File: config.mk
export PLATFORM = sky130hd
export DESIGN_NAME = filter_frame_ctrl
export DESIGN_NICKNAME = d
export VERILOG_FILES = /design/src/rtl/filter_frame_ctrl.sv
export SDC_FILE = /design/constraint.sdc
export NUM_CORES = 1
export LEC_CHECK = 0
export ABC_AREA = 1
export BUFFER_PORTS_ARGS = -buffer_cell sky130_fd_sc_hd__buf_2
export CAP_MARGIN = 20
export CELL_PAD_IN_SITES_DETAIL_PLACEMENT = 1
export CELL_PAD_IN_SITES_GLOBAL_PLACEMENT = 1
export CORE_MARGIN = 4
export CORE_UTILIZATION = 41
export CTS_CLUSTER_DIAMETER = 80
export DETAILED_ROUTE_END_ITERATION = 10
export HOLD_SLACK_MARGIN = 0.15
export PLACE_DENSITY = 0.95
export SETUP_SLACK_MARGIN = 0.15
export SYNTH_ARGS = -nofsm -noshare
export SYNTH_HDL_FRONTEND = slang
export SYNTH_SLANG_ARGS = --single-unit
File: constraint.sdc
create_clock -name clk -period 21.6 [get_ports clk]
set_input_delay 4.32 -clock clk [delete_from_list [all_inputs] [get_ports clk]]
set_output_delay 4.32 -clock clk [all_outputs]
set_load 0.03 [all_outputs]
File: src/rtl/filter_frame_ctrl.sv
// rtl/filter_frame_ctrl.sv - frame sequencer between raster source and 3x3 filter datapath
// Admits one frame of input beats, counts and tags filter outputs, reports done/errors.
module filter_frame_ctrl #(
  parameter  int DWIDTH  = 10,
  parameter  int PIXCNT  = 8,
  parameter  int ROWS    = 2049,
  parameter  int COLS    = 2448,
  parameter  int TIMEOUT = 4096,
  localparam int RW      = $clog2(ROWS),
  localparam int CW      = $clog2(COLS),
  localparam int BW      = $clog2(ROWS * (COLS / PIXCNT) + 1),
  localparam int DW      = DWIDTH * PIXCNT
) (
  input  logic          clk,
  input  logic          reset,
  input  logic          start,
  input  logic [RW-1:0] cfg_rows,
  input  logic [CW-1:0] cfg_cols,
  input  logic          cfg_bypass,
  output logic          busy,
  output logic          done,
  output logic          err_cfg,
  output logic          err_timeout,
  input  logic [DW-1:0] s_data,
  input  logic          s_valid,
  output logic          s_ready,
  output logic          f_new_frame,
  output logic [RW-1:0] f_rows,
  output logic [CW-1:0] f_cols,
  output logic          f_bypass,
  output logic [DW-1:0] f_data,
  output logic          f_vld,
  input  logic [DW-1:0] f_out_data,
  input  logic          f_out_vld,
  output logic [DW-1:0] m_data,
  output logic          m_valid,
  output logic          m_sof,
  output logic          m_eol,
  output logic          m_eof
);

  localparam int PW = $clog2(PIXCNT);
  localparam int TW = $clog2(TIMEOUT + 1);

  typedef enum logic [2:0] {IDLE, CLEAR, RUN, DRAIN, DONE} state_t;

  state_t        state, state_nxt;
  logic [BW-1:0] total, in_cnt, out_cnt;
  logic [CW-1:0] col_cnt, bpr;
  logic [TW-1:0] idle_cnt;
  logic          clr_cnt;
  logic          cfg_ok, accept, fwd, timeout_hit, start_ok;

  assign bpr      = f_cols >> PW;
  assign cfg_ok   = ((cfg_cols % CW'(PIXCNT)) == '0) && (cfg_cols >= CW'(2 * PIXCNT))
                    && (cfg_rows >= RW'(3));
  assign start_ok = (state == IDLE) && start && cfg_ok;
  assign accept   = s_valid && s_ready;
  assign fwd      = f_out_vld && ((state == RUN) || (state == DRAIN)) && (out_cnt != total);
  // A beat arriving in the same cycle rescues the frame from timing out.
  assign timeout_hit = (state == DRAIN) && (out_cnt != total) && !fwd
                       && (idle_cnt == TW'(TIMEOUT - 1));

  assign busy   = (state != IDLE);
  assign f_vld  = accept;
  assign f_data = s_ready ? s_data : '0;

  always_comb begin
    state_nxt   = state;
    s_ready     = 1'b0;
    f_new_frame = 1'b0;
    done        = 1'b0;
    case (state)
      IDLE:  if (start_ok) state_nxt = CLEAR;
      CLEAR: begin
        f_new_frame = 1'b1;
        if (clr_cnt) state_nxt = RUN;
      end
      RUN: begin
        s_ready = 1'b1;
        if (accept && (in_cnt == total - BW'(1))) state_nxt = DRAIN;
      end
      DRAIN: begin
        if (out_cnt == total) begin
          state_nxt = DONE;
        end else if (timeout_hit) begin
          f_new_frame = 1'b1;
          state_nxt   = IDLE;
        end
      end
      DONE: begin
        f_new_frame = 1'b1;
        done        = 1'b1;
        state_nxt   = IDLE;
      end
      default: state_nxt = IDLE;
    endcase
  end

  always_ff @(posedge clk or posedge reset) begin
    if (reset) begin
      state       <= IDLE;
      clr_cnt     <= 1'b0;
      err_cfg     <= 1'b0;
      err_timeout <= 1'b0;
      f_rows      <= '0;
      f_cols      <= '0;
      f_bypass    <= 1'b0;
      total       <= '0;
      in_cnt      <= '0;
      out_cnt     <= '0;
      col_cnt     <= '0;
      idle_cnt    <= '0;
      m_data      <= '0;
      m_valid     <= 1'b0;
      m_sof       <= 1'b0;
      m_eol       <= 1'b0;
      m_eof       <= 1'b0;
    end else begin
      state   <= state_nxt;
      clr_cnt <= (state == CLEAR) ? ~clr_cnt : 1'b0;
      err_cfg <= (state == IDLE) && start && !cfg_ok;
      if (start_ok) begin
        f_rows      <= cfg_rows;
        f_cols      <= cfg_cols;
        f_bypass    <= cfg_bypass;
        err_timeout <= 1'b0;
      end else if (timeout_hit) begin
        err_timeout <= 1'b1;
      end
      if (state == CLEAR) begin
        total   <= BW'(f_rows) * BW'(bpr);
        in_cnt  <= '0;
        out_cnt <= '0;
        col_cnt <= '0;
      end
      if (accept) in_cnt <= in_cnt + BW'(1);
      if (fwd) begin
        out_cnt <= out_cnt + BW'(1);
        col_cnt <= (col_cnt == bpr - CW'(1)) ? '0 : col_cnt + CW'(1);
        m_data  <= f_out_data;
      end
      idle_cnt <= ((state == DRAIN) && !fwd) ? idle_cnt + TW'(1) : '0;
      m_valid  <= fwd;
      m_sof    <= fwd && (out_cnt == '0);
      m_eol    <= fwd && (col_cnt == bpr - CW'(1));
      m_eof    <= fwd && (out_cnt == total - BW'(1));
    end
  end

endmodule

After elaboration in Yosys (flattened, before gate mapping)
Index checks and enable logic that the tools add are counted.

Multipliers: 1. Mux-type cells: 22. Order comparisons: 2. Reduce and logical (&&, ||, !) cells: 28. Bitwise operators: 1. Add/subtract/negate cells: 6. Equal/unequal tests: 14.

Operators by type and width (number): $mux W80 (1); $eq A20 B20 Y1 (3); $mux W20 (3); $add A20 B1 Y20 const B (2); $mux W12 (3); $logic_not A20 Y1 (1); $mul A12 B9 Y20 (1); $ne A20 B20 Y1 (1); $sub A20 B1 Y20 const B (1); $logic_and A1 B1 Y1 (16); $mux W3 (5); $add A13 B1 Y13 const B (1); $eq A13 B12 Y1 const B (1); $mux W13 (1); $add A12 B1 Y12 const B (1); $eq A12 B12 Y1 (1); $ge A12 B2 Y1 const B (1); $ge A12 B5 Y1 const B (1); $logic_not A12 Y1 (1); $pmux W3 S4 (1); $sub A9 B1 Y10 const B (1); $mux W1 (7); $eq A3 B2 Y1 const B (2); $reduce_bool A2 Y1 (3); 13 further kinds (15).

Input port bits: 190. Logic and storage cells: 91. Flip-flop bits (word level): 200.

Depth between registers and ports, before layout
Gate-level depths: netlist of run 1.

Depth in word-level cells: 10. Gate-level depth with buffers: 24. Depth with buffers taken out: 22.

Worst setup path after synthesis of run 1
Ideal clock, no wire load.

Path kind: input port to output port. Start: input port f_out_vld. End: output port f_new_frame. Arrival time: 4.946 ns. Stages: 3. Setup slack: 12.334 ns. Cell sequence: nand3_1 > nand4_1 > nand3b_1.

Longest elaborated chain between the ends: 8.

Ends and longest elaborated chain: start, declared (line 34) `input logic f_out_vld,`; $logic_and A1 B1 Y1 (2 in series) (line 59) `assign fwd = f_out_vld && ((state == RUN) || (state == DRAIN)) && (out_cnt != total);`; $logic_not A1 Y1 (line 61) `assign timeout_hit = (state == DRAIN) && (out_cnt != total) && !fwd`; $logic_and A1 B1 Y1 (line 61); $logic_and A1 B1 Y1 (line 62) `&& (idle_cnt == TW'(TIMEOUT - 1));`; $mux W1 (line 86) `end else if (timeout_hit) begin`; $mux W1 (line 84) `if (out_cnt == total) begin`; $pmux W1 S2 (line 73) `case (state)`; end, declared (line 27) `output logic f_new_frame,`.

Every way passes these cells.

Worst setup path after layout of run 1
Ends and elaborated chain as after synthesis.

==> results of run 1 <==
-- placed cells by master (no fill, tap or decap), types with 17 or more instances in the layout --
cell                        instances
sky130_fd_sc_hd__dfrtp_1          200
sky130_fd_sc_hd__buf_2            385
sky130_fd_sc_hd__xnor2_1           22
sky130_fd_sc_hd__nand3_1           79
sky130_fd_sc_hd__nand4_1           32
sky130_fd_sc_hd__fa_1              70
sky130_fd_sc_hd__nand2_1          595
sky130_fd_sc_hd__nor2_1           174
sky130_fd_sc_hd__o21ai_0           66
sky130_fd_sc_hd__a21oi_1           44
sky130_fd_sc_hd__ha_1              46
sky130_fd_sc_hd__nor3_1            17
sky130_fd_sc_hd__xor2_1            49
sky130_fd_sc_hd__clkbuf_16         17
sky130_fd_sc_hd__inv_1            355
-- critical path, cell delays in order --
cell                       delay, ps
sky130_fd_sc_hd__buf_2           100
sky130_fd_sc_hd__nand3_1         230
sky130_fd_sc_hd__nand4_1         180
sky130_fd_sc_hd__nand3b_1        130
sky130_fd_sc_hd__buf_2           230
-- through the flow --
stage | cell area, um^2 | power, mW | hold slack, ps
final | 17100 | 0.805 | 445
after global routing | 17100 | 0.835 | 462
after CTS | 17100 | 0.809 | 454
after detailed placement | 16500 | 0.468 | 442
after global placement | 16500 | 0.466 | 422
after floorplan | 14300 | 0.431 | 409
-- layout make-up --
type / count / area [um^2] / area share, %
multi-input cells: 1300 / 7570 / 44.2
flip-flops and latches: 200 / 5000 / 29.2
clock inverters: 15 / 183 / 1.07
repair buffers: 391 / 1990 / 11.6
clock buffers: 17 / 425 / 2.48
inverters: 361 / 1370 / 7.98
diodes: 11 / 27.5 / 0.161
well taps: 455 / 569 / 3.32
-- routing by layer --
metal  part of all wire, %  wire [um]
met5                 0.050         27
met1                    39      20900
met2                    51      27400
met3                   6.5       3520
met4                   4.3       2310
-- how the worst max path moves through the flow --
stage,cells after the start,from,to
after floorplan,1,reset,clr_cnt
after global placement,4,s_data[72],f_data[72]
after detailed placement,4,s_data[72],f_data[72]
after CTS,5,f_out_vld,f_new_frame
after global routing,5,f_out_vld,f_new_frame
final,5,f_out_vld,f_new_frame
-- state kept, by name, indices dropped and copies added, names as in the netlist --
signal       count
clr_cnt          1
col_cnt         12
err_cfg          1
err_timeout      1
f_bypass         1
f_cols          12
f_rows          12
idle_cnt        13
in_cnt          20
m_data          80
m_eof            1
m_eol            1
m_sof            1
m_valid          1
out_cnt         20
state            3
total           20
-- cell families (layout without fill, tap and decap cells) --
group,count (synthesis),in the layout,share of synthesized area (%)
buffers and inverters,442,784,12.1
AND/OR/NAND/NOR,957,957,28.5
AO/OA/AOI/OAI,150,150,5.77
multiplexers,6,6,0.420
flip-flops,200,200,35.0
adder cells (fa/ha/maj),116,116,13.8
XOR/XNOR,71,71,4.35
other,0,11,0
-- where the power goes --
group	leakage, nW	internal [mW]	switching (mW)
logic	7.30	0.0279	0.0506
clock network	0.295	0.160	0.184
registers	2.77	0.378	0.00507
==> results_dict.tcl, run 1 <==
set metrics [dict create \
    status "finished clean" \
    grt_antenna_before_repair 17 \
    startpoint_type "input port" \
    drt_pre_antenna_iters 5 \
    use_met3_pct 6.69 \
    regToRegStartpoint "f_cols[5]" \
    mappedNetlistNets 2248 \
    clock_insertion_delay_worst_skew_ps 480 \
    placementRows 68 \
    ctsLongestPathBuffers 2 \
    clkSlewWorstSetupHoldPaths_ps 90 \
    synth-edff-count 0 \
    report.final.setup_viol 0 \
    grt-busiest-layer "met2" \
    worst_hold_startpoint "clr_cnt" \
    yosys_warnings 0 \
    drc 0 \
    fin_util_pct 49.8 \
    core_um2 34500 \
    cts.sinks 200 \
    grtUsageMet2_pct 49.0 \
    largest_net_degree_at_the_start_of_global_routing 125 \
    layoutNonFillerInstCount 2750 \
    power_per_unit_of_standard_cell_area_nw_per_um2 47.0 \
    ant_nets 0 \
    worst-path-max-fanout 3 \
    cts-resized-gates 0 \
    timing_worst_setup_path_type "input port to output port" \
    fp.dieH_um 195 \
    avgSynthCellArea_um2 7.37 \
    vdd_drop_max_mv 0.0691 \
    hold-path-cell-count 1 \
    routed_vias_inst 5.17 \
    timing.final.ws_setup_ps 12080 \
    area_growth_pct 19.9 \
    r2r_end "total[17]" \
    endpoint_kind "output port" \
    ys_top_cells_by_area "sky130_fd_sc_hd__dfrtp_1, sky130_fd_sc_hd__nand2_1, sky130_fd_sc_hd__fa_1, sky130_fd_sc_hd__inv_1, sky130_fd_sc_hd__nor2_1" \
    cts.htree.levels 4 \
    die-width_um 195 \
    globalRouteTotalUtil_pct 28.0 \
    rsz0062_at_grt "no" \
    synth_top_area_cell "sky130_fd_sc_hd__dfrtp_1" \
    worst_hold_path_type "flip-flop to flip-flop" \
    hold-path-endpoint "clr_cnt" \
    fill_cells 4425 \
    vias 14200 \
    grt_first_pass_wirelength_um 84700 \
    place_congestion 0.950 \
    drt-initial-drc-count 930 \
    synth_flop_cell "sky130_fd_sc_hd__dfrtp_1" \
    max-cap-violations 0 \
    ys_async_sr_fraction_pct 100 \
    ff2ff_path_depth 18 \
    ys_seq_elements 200 \
    route.detailed.wl_per_inst_um 19.7 \
    placement.io_buffers 385 \
    wirelength_um 54100 \
    cts-buffers-inserted 17 \
    design.portCount 386 \
    layout-drive-gt1-share_pct 20.4 \
    nNetsFinal 2577 \
    slew-limit-headroom_pct 27.5 \
    met1_usage_pct 32.8 \
    grt-ovfl-total 0 \
    clock-skew-final_ps 17.5 \
    static-leakage-power_nw 10.4 \
    cts_root_buf "sky130_fd_sc_hd__clkbuf_16" \
    timing_worst_slew_pin_value_ps 1090 \
    syn_area_um2 14300 \
    reg_to_reg_setup_timing_slack_ps 16330 \
    first_global_vias 15600 \
    worst_ep_required_time_ps 17280 \
    synth_top_area_share_pct 35.0 \
    yosysSeqAreaShare_pct 35.0 \
    ys_types 48 \
    synth.cells.most_frequent "sky130_fd_sc_hd__nand2_1, sky130_fd_sc_hd__inv_1, sky130_fd_sc_hd__dfrtp_1, sky130_fd_sc_hd__nor2_1, sky130_fd_sc_hd__nand3_1" \
    die-area_um2 37900 \
    cts.hold.buffers_added 0 \
    netlist_instances 1942 \
    dp.final_hpwl_um 41100 \
    period_share_pct 44.1 \
    dp_cells 2706 \
    post-cts-setup-buffer-count 0 \
    max_freq_mhz 105 \
    cp.arrival_ps 5200 \
    initial_utilization_pct 41.5 \
    slew_viol_final 0 \
    timing_hold_violations_final 0 \
    tritoncts "built" \
    post-synth-top-count-cell "sky130_fd_sc_hd__nand2_1" \
    post-route-min-period_ps 9520 \
    final.setup.tns_ps 0 \
    dp_slack_ps 12120 \
]
(Power assumes the default switching activity.)
==> run 2, diff against run 1 <==
--- a/config.mk
+++ b/config.mk
@@ -11,11 +11,11 @@
 export CELL_PAD_IN_SITES_DETAIL_PLACEMENT = 1
 export CELL_PAD_IN_SITES_GLOBAL_PLACEMENT = 1
 export CORE_MARGIN = 4
-export CORE_UTILIZATION = 41
+export CORE_UTILIZATION = 35
 export CTS_CLUSTER_DIAMETER = 80
 export DETAILED_ROUTE_END_ITERATION = 10
 export HOLD_SLACK_MARGIN = 0.15
-export PLACE_DENSITY = 0.95
+export PLACE_DENSITY = 0.9
 export SETUP_SLACK_MARGIN = 0.15
 export SYNTH_ARGS = -nofsm -noshare
 export SYNTH_HDL_FRONTEND = slang
==> constraint.sdc (replaced) <==
create_clock -name clk -period 8.3 [get_ports clk]
set_input_delay 1.66 -clock clk [delete_from_list [all_inputs] [get_ports clk]]
set_output_delay 1.66 -clock clk [all_outputs]
set_load 0.03 [all_outputs]
==> results_dict.tcl, run 2 (synthesis results as in run 1) <==
set metrics [dict create \
    tritoncts "built" \
    vias 13800 \
    die-area_um2 44200 \
    slew_viol_final 0 \
    nNetsFinal 2577 \
    worst_hold_path_type "flip-flop to flip-flop" \
    endpoint_kind "flip-flop" \
    cp.arrival_ps 5360 \
    regToRegStartpoint "f_cols[11]" \
    status "finished clean" \
    ff2ff_path_depth 15 \
    drc 0 \
    largest_net_degree_at_the_start_of_global_routing 131 \
    report.final.setup_viol 0 \
    drt-initial-drc-count 721 \
    vdd_drop_max_mv 0.146 \
    cp-endpoint "total[17]" \
    cts_root_buf "sky130_fd_sc_hd__clkbuf_16" \
    static-leakage-power_nw 10.4 \
    dp.final_hpwl_um 39000 \
    post_dp_cell_area_um2 16600 \
    place_congestion 0.927 \
    design.portCount 386 \
    timing_worst_slew_pin_value_ps 948 \
    hold-path-cell-count 1 \
    mostFrequentLayoutCell "sky130_fd_sc_hd__nand2_1" \
    rsz0062_at_grt "no" \
    insertedDiodeCount 0 \
    post-cts-setup-buffer-count 0 \
    cts.htree.levels 4 \
    fin_util_pct 43.0 \
    power_per_unit_of_standard_cell_area_nw_per_um2 123 \
    clkSlewWorstSetupHoldPaths_ps 90 \
    max-cap-violations 0 \
    critical_path.startpoint "f_cols[11]" \
    cts.sinks 200 \
    cts.hold.buffers_added 0 \
    clock_insertion_delay_worst_skew_ps 470 \
    reg_to_reg_setup_timing_slack_ps 3300 \
    total_power_mw 2.12 \
    cts-resized-gates 0 \
    layout-drive-gt1-share_pct 20.4 \
    fin_area_um2 17200 \
    timing_hold_violations_final 0 \
    core_um2 40100 \
    first_global_vias 15100 \
    slew-limit-headroom_pct 36.8 \
    placement.io_buffers 385 \
    route.detailed.wl_per_inst_um 17.7 \
    routed_vias_inst 4.91 \
    registers.top_by_ff_count "m_data" \
    worst-path-max-fanout 16 \
    max_freq_mhz 200 \
    startpoint_type "flip-flop" \
    final_cell_mix "sky130_fd_sc_hd__nand2_1, sky130_fd_sc_hd__buf_2, sky130_fd_sc_hd__inv_1" \
    fill_cells 5141 \
    globalRouteTotalUtil_pct 22.2 \
    drt_pre_antenna_iters 5 \
    initial_utilization_pct 35.7 \
    cts-buffers-inserted 17 \
    final.setup.tns_ps 0 \
    grt_first_pass_wirelength_um 79300 \
    worst_ep_required_time_ps 8660 \
    area_growth_pct 20.4 \
    post-route-min-period_ps 5000 \
    ant_nets 0 \
    largest_register_ff_count 80 \
    clock-skew-final_ps 14.2 \
    wirelength_um 49800 \
    placementRows 73 \
    timing_worst_setup_path_type "flip-flop to flip-flop" \
    ctsLongestPathBuffers 2 \
    r2r_end "total[17]" \
    fp.dieH_um 210 \
    period_share_pct 60.2 \
    die-width_um 210 \
    grt_antenna_before_repair 0 \
    grt-ovfl-total 0 \
]
[run 2: cell types whose count changed in the layout (fill, tap and decap cells not counted), moves of 2 or more]
cell | previous run | this run
sky130_fd_sc_hd__inv_8 | 7 | 5
sky130_fd_sc_hd__inv_12 | 2 | 7
sky130_fd_sc_hd__diode_2 | 11 | 0
sky130_fd_sc_hd__clkinv_8 | 3 | 1
[run 2: layer usage]
metal	global-route usage (%)	up-vias	share of wire, %
met5	0	-	0
met4	9.18	0	4.2
met3	4.94	97	5.7
met2	39.5	412	51
met1	25.9	6748	39
li1	-	6524	-
[run 2: area by class of cell]
| class | instances | area, um^2 | share of cell area [%] |
|---|---|---|---|
| Sequential cell | 200 | 5000 | 29.1 |
| Multi-Input combinational cell | 1300 | 7560 | 43.9 |
| Timing Repair Buffer | 391 | 1990 | 11.6 |
| Clock buffer | 17 | 425 | 2.47 |
| Inverter | 361 | 1370 | 7.94 |
| Tap cell | 525 | 657 | 3.81 |
| Clock inverter | 15 | 213 | 1.24 |
[run 2: worst min-delay path by stage]
stage	startpoint	end	slack, ps
after CTS	clr_cnt	clr_cnt	440
after detailed placement	clr_cnt	clr_cnt	420
after global routing	clr_cnt	clr_cnt	460
final	clr_cnt	clr_cnt	440
after floorplan	clr_cnt	clr_cnt	410
after global placement	clr_cnt	clr_cnt	420
[run 2: where the power goes]
group          total [mW]  switching, mW  internal, mW
clock network       0.927          0.496         0.431
logic               0.199          0.128        0.0710
registers           0.996         0.0130         0.983
total                2.12          0.638          1.48
[run 2: critical path: stages (launching register included)]
cell                      delay [ps]
sky130_fd_sc_hd__dfrtp_1         730
sky130_fd_sc_hd__nand2_1         180
sky130_fd_sc_hd__fa_1            540
sky130_fd_sc_hd__fa_1            540
sky130_fd_sc_hd__inv_1            60
sky130_fd_sc_hd__fa_1            500
sky130_fd_sc_hd__fa_1            490
sky130_fd_sc_hd__ha_1            370
sky130_fd_sc_hd__a21o_1          200
sky130_fd_sc_hd__a21oi_1         220
sky130_fd_sc_hd__o21ai_0         240
sky130_fd_sc_hd__a21oi_1         270
sky130_fd_sc_hd__o21ai_0         140
sky130_fd_sc_hd__or2_2           290
sky130_fd_sc_hd__nand3_1          70
sky130_fd_sc_hd__nand2_1          50
[run 2: stage by stage]
step                std cells  hold slack, ps  setup slack (ps)
floorplan                1942             409              1190
detailed placement       2776             423              3320
CTS                      2808             435              3290
finish                   2809             436              3300
global route             2809             459              2950
global placement         2776             419              3510
==> run 3, diff against run 2 <==
--- a/config.mk
+++ b/config.mk
@@ -11,11 +11,11 @@
 export CELL_PAD_IN_SITES_DETAIL_PLACEMENT = 1
 export CELL_PAD_IN_SITES_GLOBAL_PLACEMENT = 1
 export CORE_MARGIN = 4
-export CORE_UTILIZATION = 35
+export CORE_UTILIZATION = 38
 export CTS_CLUSTER_DIAMETER = 80
 export DETAILED_ROUTE_END_ITERATION = 10
 export HOLD_SLACK_MARGIN = 0.15
-export PLACE_DENSITY = 0.9
+export PLACE_DENSITY = 0.92
 export SETUP_SLACK_MARGIN = 0.15
 export SYNTH_ARGS = -nofsm -noshare
 export SYNTH_HDL_FRONTEND = slang
==> constraint.sdc (replaced) <==
create_clock -name clk -period 4.7 [get_ports clk]
set_input_delay 0.94 -clock clk [delete_from_list [all_inputs] [get_ports clk]]
set_output_delay 0.94 -clock clk [all_outputs]
set_load 0.03 [all_outputs]
==> results_dict.tcl, run 3 (synthesis results as in run 1) <==
set metrics [dict create \
    endpoint_kind "flip-flop" \
    drt_pre_antenna_iters 5 \
    timing.final.ws_setup_ps 182 \
    globalRouteTotalUtil_pct 24.9 \
    status "finished clean" \
    mostFrequentLayoutCell "sky130_fd_sc_hd__nand2_1" \
    largest_net_degree_at_the_start_of_global_routing 129 \
    placement.io_buffers 385 \
    grt_first_pass_wirelength_um 81700 \
    placementRows 70 \
    layoutNonFillerInstCount 2852 \
    area_growth_pct 24.8 \
    fin_util_pct 48.4 \
    timing_worst_setup_path_type "flip-flop to flip-flop" \
    ctsLongestPathBuffers 2 \
    cts-buffers-inserted 17 \
    design.portCount 386 \
    cts.htree.levels 4 \
    final_cell_mix "sky130_fd_sc_hd__nand2_1, sky130_fd_sc_hd__buf_2, sky130_fd_sc_hd__inv_1" \
    timing_hold_violations_final 0 \
    cts_root_buf "sky130_fd_sc_hd__clkbuf_16" \
    largest_register_ff_count 80 \
    rsz0062_at_grt "yes" \
    total_power_mw 3.79 \
    clock-skew-final_ps 15.6 \
    place_congestion 0.925 \
    period_share_pct 96.1 \
    max_freq_mhz 221 \
    dp.final_hpwl_um 39400 \
    drc 0 \
    route.detailed.wl_per_inst_um 18.6 \
    static-leakage-power_nw 10.6 \
    power_per_unit_of_standard_cell_area_nw_per_um2 212 \
    grt-ovfl-total 0 \
    slew-limit-headroom_pct 27.1 \
    registers.top_by_ff_count "m_data" \
    die-area_um2 40800 \
    fp.dieH_um 202 \
    dp_cells 2766 \
    nNetsFinal 2636 \
    initial_utilization_pct 38.8 \
    timing_worst_slew_pin_value_ps 1090 \
    dp_slack_ps 51.8 \
    ant_nets 0 \
    grt_antenna_before_repair 5 \
    worst_ep_required_time_ps 5050 \
    post_dp_cell_area_um2 16600 \
    wirelength_um 53100 \
    cts.hold.buffers_added 0 \
    cts.sinks 200 \
    max-cap-violations 0 \
    report.final.setup_viol 0 \
    vias 14200 \
    drt-initial-drc-count 903 \
    vdd_drop_max_mv 0.257 \
    slew_viol_final 0 \
    clkSlewWorstSetupHoldPaths_ps 100 \
    layout-drive-gt1-share_pct 24.2 \
    post-route-min-period_ps 4520 \
    core_um2 36900 \
    first_global_vias 15300 \
    tritoncts "built" \
    clock_insertion_delay_worst_skew_ps 480 \
    worst-path-max-fanout 5 \
    startpoint_type "flip-flop" \
    holdWs_ps 465 \
    worst_hold_path_type "flip-flop to flip-flop" \
    final.setup.tns_ps 0 \
    cp.arrival_ps 4870 \
    routed_vias_inst 4.96 \
    fin_area_um2 17900 \
    die-width_um 202 \
]
-- run 3: final timing paths --
check	from	endpoint	slack (ps)	cells after the start
worst min-delay path	clr_cnt	clr_cnt	470	1
worst max-delay path	f_rows[6]	total[18]	180	21
max in group asynchronous	reset	m_data[2]	3270	3
min in group asynchronous	reset	out_cnt[0]	660	3
worst max register to register	f_rows[6]	total[18]	180	21
worst min register to register	clr_cnt	clr_cnt	470	1
-- run 3: power breakdown --
part           internal [mW]  switching, mW  total (mW)
combinational          0.127          0.226       0.353
sequential              1.74         0.0223        1.76
clock                  0.768          0.911        1.68
-- run 3: layout make-up --
| cell class | count | area, um^2 |
|---|---|---|
| multi-input combinational | 1300 | 7730 |
| clock buffer | 17 | 425 |
| antenna | 5 | 12.5 |
| fill | 4785 | 19000 |
| timing repair buffer | 450 | 2420 |
| inverter | 361 | 1360 |
| clock inverter | 15 | 233 |
| tap | 504 | 631 |
| sequential | 200 | 5030 |
-- run 3: worst max-delay path: stages, from the launching register on --
cell and delay (ps):
sky130_fd_sc_hd__dfrtp_2 470, sky130_fd_sc_hd__buf_4 150, sky130_fd_sc_hd__nand2_1 70, sky130_fd_sc_hd__inv_1 60, sky130_fd_sc_hd__fa_1 560, sky130_fd_sc_hd__fa_1 460
sky130_fd_sc_hd__fa_1 560, sky130_fd_sc_hd__inv_1 60, sky130_fd_sc_hd__fa_1 540, sky130_fd_sc_hd__inv_1 80, sky130_fd_sc_hd__ha_4 300, sky130_fd_sc_hd__nand2_1 80
sky130_fd_sc_hd__o21ai_1 170, sky130_fd_sc_hd__a21oi_2 60, sky130_fd_sc_hd__o21bai_1 220, sky130_fd_sc_hd__nand2_1 110, sky130_fd_sc_hd__nand2_2 100, sky130_fd_sc_hd__nand3_2 80
sky130_fd_sc_hd__nand2_1 70, sky130_fd_sc_hd__nand2_1 60, sky130_fd_sc_hd__nand3_2 60, sky130_fd_sc_hd__o21ai_0 70
-- run 3: layer usage --
metal	vias to the layer above	global-route usage, %	routed length, um
li1	6648	-	-
met1	6976	29.3	21000
met2	419	44.6	27500
met3	112	5.28	2750
met4	0	9.28	1880
met5	-	0	0
-- run 3: timing repair --
item                                    in CTS  in global routing
hold endpoints to repair                     0                  0
endpoints found under the setup margin       4                  7
pin swaps                                    1                 20
setup buffers                               21                 28
resized for setup                           12                 27
